--- src/rtl/rf_pkg.sv ---
// Shared types and default sizing for the multiport register file.
`default_nettype none

package rf_pkg;

  typedef enum logic [0:0] {
    RF_IDLE  = 1'b0,
    RF_CLEAR = 1'b1
  } rf_state_e;

  localparam int DEF_DATA_W = 32;
  localparam int DEF_ADDR_W = 5;
  localparam int DEF_NUM_RD = 2;

endpackage

`default_nettype wire

--- src/rtl/rf_clear_fsm.sv ---
// Clear engine: walks a pointer over every entry after reset or on clr,
// requesting a zero write each cycle while busy.
`default_nettype none

module rf_clear_fsm
  import rf_pkg::*;
#(
  parameter int ADDR_W = DEF_ADDR_W
) (
  input  logic              clk,
  input  logic              reset_n,
  input  logic              clr,
  output logic              busy,
  output logic              clr_we,
  output logic [ADDR_W-1:0] clr_addr
);

  localparam logic [ADDR_W-1:0] PTR_ONE  = {{(ADDR_W-1){1'b0}}, 1'b1};
  localparam logic [ADDR_W-1:0] PTR_LAST = {ADDR_W{1'b1}};

  rf_state_e         state_q, state_d;
  logic [ADDR_W-1:0] ptr_q, ptr_d;

  always_ff @(posedge clk or negedge reset_n) begin
    if (!reset_n) begin
      state_q <= RF_CLEAR;
      ptr_q   <= '0;
    end else begin
      state_q <= state_d;
      ptr_q   <= ptr_d;
    end
  end

  always_comb begin
    state_d = state_q;
    ptr_d   = ptr_q;
    case (state_q)
      RF_CLEAR: begin
        // Pointer wraps back to 0 naturally on the last entry.
        ptr_d = ptr_q + PTR_ONE;
        if (ptr_q == PTR_LAST) state_d = RF_IDLE;
      end
      default: begin
        if (clr) begin
          state_d = RF_CLEAR;
          ptr_d   = '0;
        end
      end
    endcase
  end

  assign busy     = (state_q == RF_CLEAR);
  assign clr_we   = busy;
  assign clr_addr = ptr_q;

endmodule

`default_nettype wire

--- src/rtl/rf_multiport.sv ---
// Multiport register file with zero register, sequential clear engine and
// optional same-cycle write bypass (enabled by macro RF_BYPASS_EN).
`default_nettype none

module rf_multiport
  import rf_pkg::*;
#(
  parameter int DATA_W   = DEF_DATA_W,
  parameter int ADDR_W   = DEF_ADDR_W,
  parameter int NUM_RD   = DEF_NUM_RD,
  parameter int ZERO_REG = 1
) (
  input  logic                     clk,
  input  logic                     reset_n,
  input  logic [NUM_RD*ADDR_W-1:0] rd_addr,
  output logic [NUM_RD*DATA_W-1:0] rd_data,
  input  logic                     wr_en,
  input  logic [ADDR_W-1:0]        wr_addr,
  input  logic [DATA_W-1:0]        wr_data,
  output logic                     wr_ready,
  input  logic                     clr,
  output logic                     busy
);

  localparam int DEPTH = 2 ** ADDR_W;

  logic [DATA_W-1:0] mem_q [DEPTH];
  logic              clr_we;
  logic [ADDR_W-1:0] clr_addr;
  logic              wr_to_zero;

  rf_clear_fsm #(
    .ADDR_W (ADDR_W)
  ) u_clear_fsm (
    .clk      (clk),
    .reset_n  (reset_n),
    .clr      (clr),
    .busy     (busy),
    .clr_we   (clr_we),
    .clr_addr (clr_addr)
  );

  assign wr_ready   = !busy;
  assign wr_to_zero = (ZERO_REG != 0) && (wr_addr == '0);

  // Storage has no reset so it can map onto RAM; the clear engine zeroes it.
  always_ff @(posedge clk) begin
    if (clr_we) begin
      mem_q[clr_addr] <= '0;
    end else if (wr_en && wr_ready && !wr_to_zero) begin
      mem_q[wr_addr] <= wr_data;
    end
  end

  for (genvar gi = 0; gi < NUM_RD; gi++) begin : g_rd
    logic [ADDR_W-1:0] addr;
    logic [DATA_W-1:0] data;

    assign addr = rd_addr[gi*ADDR_W +: ADDR_W];

    // Later assignments take priority: busy, then zero register, then bypass.
    always_comb begin
      data = mem_q[addr];
`ifdef RF_BYPASS_EN
      if (wr_en && wr_ready && (wr_addr == addr)) data = wr_data;
`endif
      if ((ZERO_REG != 0) && (addr == '0)) data = '0;
      if (busy) data = '0;
    end

    assign rd_data[gi*DATA_W +: DATA_W] = data;
  end

endmodule

`default_nettype wire

--- config.mk ---
export PLATFORM = sky130hd
export DESIGN_NAME = rf_multiport
export DESIGN_NICKNAME = d
export VERILOG_FILES = /design/src/rtl/rf_pkg.sv /design/src/rtl/rf_clear_fsm.sv /design/src/rtl/rf_multiport.sv
export SDC_FILE = /design/constraint.sdc
export NUM_CORES = 1
export LEC_CHECK = 0
export BUFFER_PORTS_ARGS = -buffer_cell sky130_fd_sc_hd__buf_2
export CELL_PAD_IN_SITES_DETAIL_PLACEMENT = 1
export CELL_PAD_IN_SITES_GLOBAL_PLACEMENT = 2
export CORE_MARGIN = 2
export CORE_UTILIZATION = 43
export CTS_CLUSTER_DIAMETER = 150
export DETAILED_ROUTE_END_ITERATION = 8
export GPL_TIMING_DRIVEN = 0
export PLACE_DENSITY = 0.72
export SYNTH_ARGS = -nofsm -noshare
export SYNTH_HDL_FRONTEND = slang
export SYNTH_SLANG_ARGS = --single-unit
--- constraint.sdc ---
create_clock -name clk -period 4.45 [get_ports clk]
set_clock_uncertainty 0.15 [all_clocks]
set_input_delay 0 -clock clk [delete_from_list [all_inputs] [get_ports clk]]
set_output_delay 0 -clock clk [all_outputs]
set_load 0.1 [all_outputs]
# After elaboration in Yosys (flattened, before gate mapping)
# Memories as Yosys holds them, arrays and structs flattened.
# Cells that the tools add are included.
# W data, S select, Z words.
[word_totals] register_bits=6 ram_bits=1024 elab_cells=31 memories=1
[mem_list] name="mem_q" depth=32 width=32 read_ports=2 rd_clocked_by_memory_dff=0 write_ports=1 line="rf_multiport.sv:27" rtl="logic [DATA_W-1:0] mem_q [DEPTH];"
[classes] add_sub_neg=1 n_eq_ne=1 muxes=17 n_reduce_logical=9
[ops] operator="$mux W32" count=5
[ops] operator="$reduce_or A32 Y1" count=1
[ops] operator="$logic_not A5 Y1" count=3
[ops] operator="$mux W5" count=3
[ops] operator="$mux W1" count=9
[ops] operator="$add A5 B1 Y5 const B" count=1
[ops] operator="$eq A5 B5 Y1 const B" count=1
[ops] operator="$logic_and A1 B1 Y1" count=2
[ops] operator="$logic_not A1 Y1" count=2
[ops] operator="$reduce_bool A2 Y1" count=1

# Logic depth before layout (Yosys ltp)
# Gate-level depths: netlist (run 1).
[logic_depth] ltp_word=8 ltp_mapped=8 depth_no_buf=5

# Modules after synthesis
# From an unflattened synthesis (run 1), not the netlist that was laid out.
[unflattened] hier_cells=2322 hier_area_um2=47939.7
[modules_own_cells] mod="rf_multiport" n_inst=1 cells_per_inst=2294 area_per_inst_um2=47615.7 seq_area_each_um2=30749.5
[modules_own_cells] mod="rf_clear_fsm" n_inst=1 cells_per_inst=28 area_per_inst_um2=324.1 seq_area_each_um2=151.4

# Least setup slack after synthesis (run 1)
# No wires, ideal clock.
[synth_timing] path_kind="reg-to-reg" start="reg u_clear_fsm.state_q, in the netlist u_clear_fsm.busy" end="mem mem_q[23][0] (netlist bit) (enable)" setup_time_ps=501 t_arrival_ps=4733 slack_ps=-934 path_stages_with_launch=5 synth_period_minus_slack_ps=5384 path_cell_list="dfstp_2 > buf_2 > buf_2 > a22oi_1 > nor4_1"
[synth_via] elab_chain_len=8 word_cells_on_any_way=11
[synth_rtl] element="from (decl)" line="rf_clear_fsm.sv:21" rtl="rf_state_e state_q, state_d;"
[synth_rtl] element="from (signal assigned)" line="rf_clear_fsm.sv:29" rtl="state_q <= state_d;"
[synth_rtl] element="$logic_not A1 Y1" line="rf_multiport.sv:43" rtl="assign wr_ready = !busy;"
[synth_rtl] element="$logic_and A1 B1 Y1 (2 in a row)" line="rf_multiport.sv:50" rtl="end else if (wr_en && wr_ready && !wr_to_zero) begin"
[synth_rtl] element="$mux W1" line="rf_multiport.sv:50"
[synth_rtl] element="$mux W1" line="rf_multiport.sv:48" rtl="if (clr_we) begin"
[synth_rtl] element="$mux W1 (implied by the code)" line="rf_multiport.sv:51" rtl="mem_q[wr_addr] <= wr_data;"
[synth_rtl] element="$reduce_or A32 Y1 (no line)"
[synth_rtl] element="$mux W5 (no line) / $mux W1 (equally long branches)"
[synth_rtl] element="to (decl)" line="rf_multiport.sv:27"
# Parallel ways exist; a longest one is shown, timed or not.

# Worst setup path after layout (run 1)
[layout_timing] start="reg u_clear_fsm.state_q, in the netlist u_clear_fsm.busy" end="out rd_data[55]"
[layout_via] elab_chain_len=1
[layout_rtl] element="$mux W32" line="rf_multiport.sv:68" rtl="if (busy) data = '0;"
[layout_rtl] element="to (decl)" line="rf_multiport.sv:16" rtl="output logic [NUM_RD*DATA_W-1:0] rd_data,"
# Every way passes these cells.

==> results of run 1 <==
==> synth_stat cells, types with 6 or more instances <==
library cell and count:
o22ai_1 191, a221oi_1 64, nor2_1 30, mux4_2 194
buf_1 8, nand2b_1 7, mux2i_1 567, nor3_1 13
nor2b_1 11, buf_4 19, a22oi_1 191, edfxtp_1 992
nand4_1 64, nand2_1 134, and2_1 36, buf_2 93
o21ai_0 64, nand3b_1 6, clkbuf_1 119
==> state kept, by name, summed over array words and instances, names as in the netlist <==
register	cells
u_clear_fsm.busy	1
u_clear_fsm.clr_addr	5
mem_q	992
==> cell usage in the layout (no fill, tap or decap), drive strengths merged, types with 6 or more instances in the layout <==
cell,netlist,routed
nor3,14,14
o22ai,191,191
buf,120,294
nand4,64,64
clkinv,1,54
and2,36,36
clkbuf,120,252
nor2,30,30
o21ai,67,67
nand2,134,134
a221oi,64,64
mux2i,567,567
nand3b,6,6
mux4,194,194
nand2b,7,7
a22oi,191,191
nor2b,11,11
edfxtp,992,992
inv,4,6
bufinv,0,13
dlygate4sd3,0,14
==> timing repair <==
item / in CTS / in global routing
setup endpoints to repair: 27 / 98
resized for setup: 2 / 4
hold endpoints to repair: 165 / 155
hold buffers: 9 / 5
==> through the flow <==
step / power (mW) / TNS, ns / std cells
after floorplan: 14.65 / -2.948 / 2874
after global placement: 16.17 / -1433.94 / 4391
after detailed placement: 16.79 / 0 / 4450
after CTS: 25.95 / 0 / 4664
after global routing: 26.59 / 0 / 4670
final: 26.00 / 0 / 4672
==> kinds of logic (layout without fill, tap and decap cells) <==
logic type                 Yosys count  after routing  share of synthesized area, %
adders and majority gates            2              2                       0.05374
other                                0              2                             0
muxes                              766            766                         21.70
buffers and inverters              245            638                         2.381
DFF                                998            998                         64.31
and+or+nand+nor                    329            329                         3.615
xor gates and xnor gates             2              2                       0.03763
AOI/OAI and AO/OA                  532            532                         7.907
==> where the power goes <==
group	switching, mW	leakage [nW]	internal [mW]	total, mW
clock	3.88	1.77	5.40	9.28
combinational	3.34	7.80	1.38	4.72
sequential	0.453	9.26	11.5	12.0
==> layer usage <==
metal / part of all wire, % / vias up / GRT usage, %
met5: 0 / - / 0
met4: 5.3 / 0 / 14.89
li1: - / 12559 / -
met1: 40 / 16694 / 41.94
met2: 47 / 1691 / 50.85
met3: 8.0 / 379 / 5.611
==> layout make-up <==
type,count,area [um2]
Sequential cell,998,29940
Clock inverter,73,691.9
Multi-Input combinational cell,1631,15770
Inverter,5,18.77
Buffer,240,1091
Fill cell,10189,53270
Tap cell,1403,1755
Antenna cell,2,5.005
Timing Repair Buffer,188,1743
Clock buffer,132,2920
==> worst max-delay path by stage <==
stage | to | slack, ns
after floorplan | mem_q[11][0] | -0.02
after global placement | mem_q[11][5] | -3.38
after detailed placement | mem_q[1][11] | 0.11
after CTS | mem_q[19][11] | 0.08
after global routing | mem_q[25][21] | 0.06
final | rd_data[55] | 0.05
==> summary.txt, run 1 <==
STA
  – Period Utilization, post-route: 98.89%
  – Slew Limit Fails: 0
  – Fin worst setup slack: 0.04937 ns
  – Setup violations, final: 0
  – Max_slew headroom: 10.51%
  – Worst-Margin Slew: 1.342 ns
  – Final min period: 4.401 ns
  – Fmax: 227.2 MHz
  – Hold slack: 0.01869 ns
  – Final Hold Vio Count: 0
  – RSZ-0062 raised after global routing: no

Worst hold path
  – Hold Path Origin: wr_data[31]
  – WHS Endpoint: mem_q[17][31]
  – Worst hold path type: input pin to flip-flop
  – Hold path depth: 2

Worst setup path
  – Critical path's top delay family: buffers and inverters
  – Worst reg2reg endpoint: mem_q[3][17]
  – Nature of the critical path endpoint: output port
  – CP Max Fanout: 11
  – Worst path arrival time: 4.25 ns
  – CP Launch Type: flip-flop
  – Reg2Reg Depth: 6
  – Cell Chain, Critical Path: buf_2 -> nor2b_2 -> nor2b_1 -> clkbuf_1 -> clkbuf_1 -> a22oi_1 -> nand4_1 -> buf_2
  – CP Class: flip-flop to output port
  – WP buf/inv: 4
  – WP depth: 8
  – Critical path's largest stage delay: 0.64 ns
  – Worst R2R Start: u_clear_fsm.busy
  – R2r setup slk: 0.38 ns
  – Critical Path Slowest Stage Cell: clkbuf_1
  – Critical path startpoint: u_clear_fsm.busy
  – Worst path required time: 4.30 ns

Clock tree
  – CTS tree: done
  – # clock sinks: 998
  – Worst-path clk slew: 0.06 ns
  – CTS Buf Count: 110
  – Clock root cell: clkbuf_16
  – Later-pin clock latency in the skew report: 0.70 ns
  – Post CTS Setup Buffer Count: 0
  – CTS Buffer Depth: 3
  – CTS HTree Levels: 3

Power
  – Pwr per Cell Area: 482.1 nW/um2
  – Lkg Pwr: 18.83 nW
  – VDD IR max: 0.3920 mV

Synth
  – Synth Instances: 2874
  – Syn Std Cell Area: 46560 um2
  – Register area share after synthesis: 64.31%
  – Synth warnings: 0
  – Synth area leader: edfxtp_1
  – Post-synth EDFFs: 992
  – Synth area leaders: edfxtp_1 (64%), mux2i_1 (12%), mux4_2 (9.4%)
  – Syn nets: 2927
  – Mean area per synthesized cell: 16.20 um2
  – Distinct cells, synth: 54
  – Synth Flop Type: edfxtp_1
  – Yosys reg bits: 998
  – Async SR Flop Fraction: 0.6012%
  – Synth top area share: 63.98%

Global routing
  – Number of global-route vias before repair: 32974
  – Global-route wire length before repair: 247500 um
  – Largest net degree at the start of global routing: 32
  – Total GRT Usage: 31.65%
  – Initial antenna violation count: 5
  – Congestion Overflow GR: 0

Flow run
  – Max Cap Violations: 0

Outcome
  – Status: finished clean

Layout
  – Layout cells sized above 1: 21.40%
  – Nets@finish: 3227
  – Final core utilization: 50.31%
  – Design Area, Final: 53940 um2
  – Area delta synth->final: 15.85%

Floorplanning
  – Die width: 333.0 um
  – Initial core utilization: 43.43%
  – Die Area: 110900 um2
  – Core area: 107200 um2
  – Chip Height: 333.0 um
  – Io pins: 117
  – Rows: 120

Routing
  – Drt drc: 0
  – DR WL/cell: 37.99 um
  – Via density: 6.704
  – DR vias: 31323
  – Final wirelength: 177500 um
  – ANT nets after route: 0
  – Starting DRT DRC Count: 3624
  – TritonRoute pass-1 iters: 6

Placement
  – Dpl ws: 0.1057 ns
  – Dpl cell area: 50160 um2
  – Gpl congestion: 0.8692
  – PortBufs: 114
  – Hpwl dp: 125000 um
Power figures use the tool's default switching activity.
==> inputs of run 2 (changes only) <==
--- a/config.mk
+++ b/config.mk
@@ -9,11 +9,12 @@
 export CELL_PAD_IN_SITES_DETAIL_PLACEMENT = 1
 export CELL_PAD_IN_SITES_GLOBAL_PLACEMENT = 2
 export CORE_MARGIN = 2
-export CORE_UTILIZATION = 43
+export CORE_UTILIZATION = 51
 export CTS_CLUSTER_DIAMETER = 150
 export DETAILED_ROUTE_END_ITERATION = 8
 export GPL_TIMING_DRIVEN = 0
-export PLACE_DENSITY = 0.72
+export PLACE_DENSITY = 0.81
+export SETUP_SLACK_MARGIN = 0.1
 export SYNTH_ARGS = -nofsm -noshare
 export SYNTH_HDL_FRONTEND = slang
 export SYNTH_SLANG_ARGS = --single-unit
==> constraint.sdc (replaced) <==
create_clock -name clk -period 5.7 [get_ports clk]
set_clock_uncertainty 0.15 [all_clocks]
set_input_delay 0 -clock clk [delete_from_list [all_inputs] [get_ports clk]]
set_output_delay 0 -clock clk [all_outputs]
set_load 0.1 [all_outputs]
==> run 2 against run 1 <==
The flow now finishes with violations (capacitance limit, slew limit). Cell count shrank 4.8%. Highest routed layer is now met5. Power fell by 23%. Global-route usage up 6.2 points. Critical path type unchanged. Largest power group unchanged. Critical path depth unchanged.
==> summary.txt, run 2 (same netlist as run 1, synthesis figures left out) <==
Placement
  – Dpl cell area: 49780 um2 (-0.75%)
  – Gpl congestion: 0.9156 (+5.3%)
  – Placed cell count: 4232 (-4.9%)
  – PortBufs: 114 (unchanged)
  – Hpwl dp: 124300 um (-0.57%)
  – Dpl ws: 1.619 ns (+1.513 ns)

Clock tree
  – CTS Buffer Depth: 3 (unchanged)
  – Clock root cell: clkbuf_16
  – # clock sinks: 998 (unchanged)
  – Later-pin clock latency in the skew report: 0.70 ns (about the same)
  – CTS Hold Buffers Added: 9 (unchanged)
  – CTS resizes: 0 (-2)
  – CTS tree: done
  – CTS HTree Levels: 3 (unchanged)
  – Post CTS Setup Buffer Count: 0 (unchanged)
  – Worst-path clk slew: 0.05 ns (about the same)
  – CTS Buf Count: 107 (-2.7%)

STA
  – Post-route setup TNS: 0 ns (unchanged)
  – Period Utilization, post-route: 78.34%
  – Worst-Margin Slew: 1.562 ns (+0.2196 ns)
  – Max_slew headroom: -4.134% (-15 points)
  – Setup violations, final: 0 (unchanged)
  – RSZ-0062 raised after global routing: no
  – Final Hold Vio Count: 0 (unchanged)
  – Final min period: 4.465 ns
  – Slew Limit Fails: 13 (+13)
  – Fin worst setup slack: 1.235 ns (+1.185 ns)
  – Hold slack: 0.001067 ns (-0.01762 ns)
  – Fmax: 223.9 MHz

Floorplanning
  – Chip Height: 306.1 um (-8.1%)
  – Core area: 90290 um2 (-16%)
  – Die Area: 93720 um2 (-16%)
  – Rows: 110 (-8.3%)
  – Io pins: 117 (unchanged)
  – Die width: 306.1 um (-8.1%)
  – Initial core utilization: 51.56% (+8.1 points)

Worst setup path
  – Critical path's largest stage delay: 0.83 ns (+0.19 ns)
  – Critical path startpoint: u_clear_fsm.busy
  – WP depth: 8 (unchanged)
  – Worst path arrival time: 4.32 ns (+0.07 ns)
  – End of the critical path: rd_data[41]
  – Worst path required time: 5.55 ns (+1.25 ns)
  – Reg2Reg Depth: 7 (+1)
  – Cell Chain, Critical Path: buf_2 -> nor2b_1 -> nor2b_1 -> clkbuf_1 -> clkbuf_1 -> a22oi_1 -> nand4_1 -> buf_2
  – Critical path's top delay family: buffers and inverters
  – Nature of the critical path endpoint: output port
  – Worst reg2reg endpoint: mem_q[18][13]
  – R2r setup slk: 1.57 ns (+1.19 ns)
  – CP Launch Type: flip-flop
  – Worst R2R Start: u_clear_fsm.busy
  – CP Class: flip-flop to output port
  – Critical Path Slowest Stage Cell: clkbuf_1
  – CP Max Fanout: 10 (-1)
  – WP buf/inv: 4 (unchanged)

Layout
  – Max FFs per register: 992 (unchanged)
  – Design Area, Final: 53370 um2 (-1.1%)
  – Commonest non-fill, non-tap cell in the layout: edfxtp_1
  – Non-Filler Instances: 4448 (-4.8%)
  – Nets@finish: 3229 (+0.062%)
  – Commonest non-fill, non-tap cells in the layout: edfxtp_1 (992), mux2i_1 (567), buf_2 (207)
  – Final core utilization: 59.11% (+8.8 points)
  – Reg with most FFs: mem_q
  – Layout cells sized above 1: 21.34% (-0.055 points)
  – Fill cells: 8234 (-19%)
  – Area delta synth->final: 14.63%

Routing
  – ANT nets after route: 0 (unchanged)
  – TritonRoute pass-1 iters: 5 (-1)
  – DR vias: 32088 (+2.4%)
  – Via density: 7.214 (+7.6%)
  – Drt drc: 0 (unchanged)
  – Starting DRT DRC Count: 4054 (+12%)
  – Final wirelength: 177600 um (about the same)
  – DR WL/cell: 39.93 um (+5.1%)

Global routing
  – Global-route wire length before repair: 248100 um (+0.25%)
  – Congestion Overflow GR: 0 (unchanged)
  – Initial antenna violation count: 8 (+3)
  – Number of global-route vias before repair: 33684 (+2.2%)
  – Largest net degree at the start of global routing: 32 (unchanged)
  – Total GRT Usage: 37.89% (+6.2 points)

Power
  – Switching share of total power: 29.82% (+0.31 points)
  – Overall power: 20.04 mW (-23%)
  – Lkg Pwr: 18.73 nW (-0.56%)
  – Logic pwr share: 18.2% (about the same)
  – Sw Pwr: 5.976 mW (-22%)
  – VDD IR max: 0.3172 mV (-19%)
  – Pwr per Cell Area: 375.5 nW/um2 (-22%)
  – Clock power share: 35.0% (-0.7 points)
  – P_int: 14.06 mW (-23%)
  – Sequential Power Share: 46.8% (+0.7 points)

Outcome
  – Status: complete, but fails checks
  – Failing checks: capacitance limit, slew limit

Worst hold path
  – Worst hold path type: input pin to flip-flop

Flow run
  – Max Cap Violations: 1 (+1)
==> run 2: cell types whose count changed in the layout (fill, tap and decap cells not counted), sizes merged <==
cell         delta
dlygate4sd3     -5
clkbuf          -8
clkinvlp        -3
bufinv          -1
inv             +3
clkinv          +3
buf            +10
diode           +4
==> run 2: worst min path at each step <==
stage,startpoint,end,depth (start not counted)
2_1_floorplan,reset_n,u_clear_fsm.clr_addr[0],0
3_3_place_gp,reset_n,u_clear_fsm.clr_addr[4],1
3_5_place_dp,reset_n,u_clear_fsm.clr_addr[4],1
4_1_cts,clr,u_clear_fsm.clr_addr[1],3
5_1_grt,clr,u_clear_fsm.clr_addr[1],3
6_report,clr,u_clear_fsm.clr_addr[1],3
==> run 2: area by class of cell <==
class                      instances  area (um2)  share of cell area (%)
antenna                            6       15.01                 0.02813
buffer                           240        1090                   2.042
clock buffer                     124        2763                   5.177
clock inverter                    75       680.7                   1.275
inverter                           5       18.77                 0.03517
multi-input combinational       1631       15730                   29.47
sequential                       998       29940                   56.10
tap                             1176        1471                   2.757
timing repair buffer             193        1663                   3.116
==> run 2: per-layer routing <==
layer	track usage, %	up-vias	part of all wire, %
met5	0	-	0.0090
met4	22.28	4	6.4
met3	7.721	511	9.7
met2	60.34	2077	47
met1	48.54	16928	37
li1	-	12568	-
==> run 2: tightest hold or removal path, stage by stage <==
cell           delay (ns)
dlygate4sd3_1        0.55
buf_2                0.18
o31ai_1              0.07
==> run 2: power by group through the flow <==
stage          Sequential (mW)  Clock (mW)  Combinational, mW
6_report                  9.37        7.02               3.64
2_1_floorplan             9.42           0               2.01
5_1_grt                   9.43        7.29               3.75
4_1_cts                   9.35        7.02               3.58
3_3_place_gp              9.53           0               3.07
3_5_place_dp              9.50           0               3.56
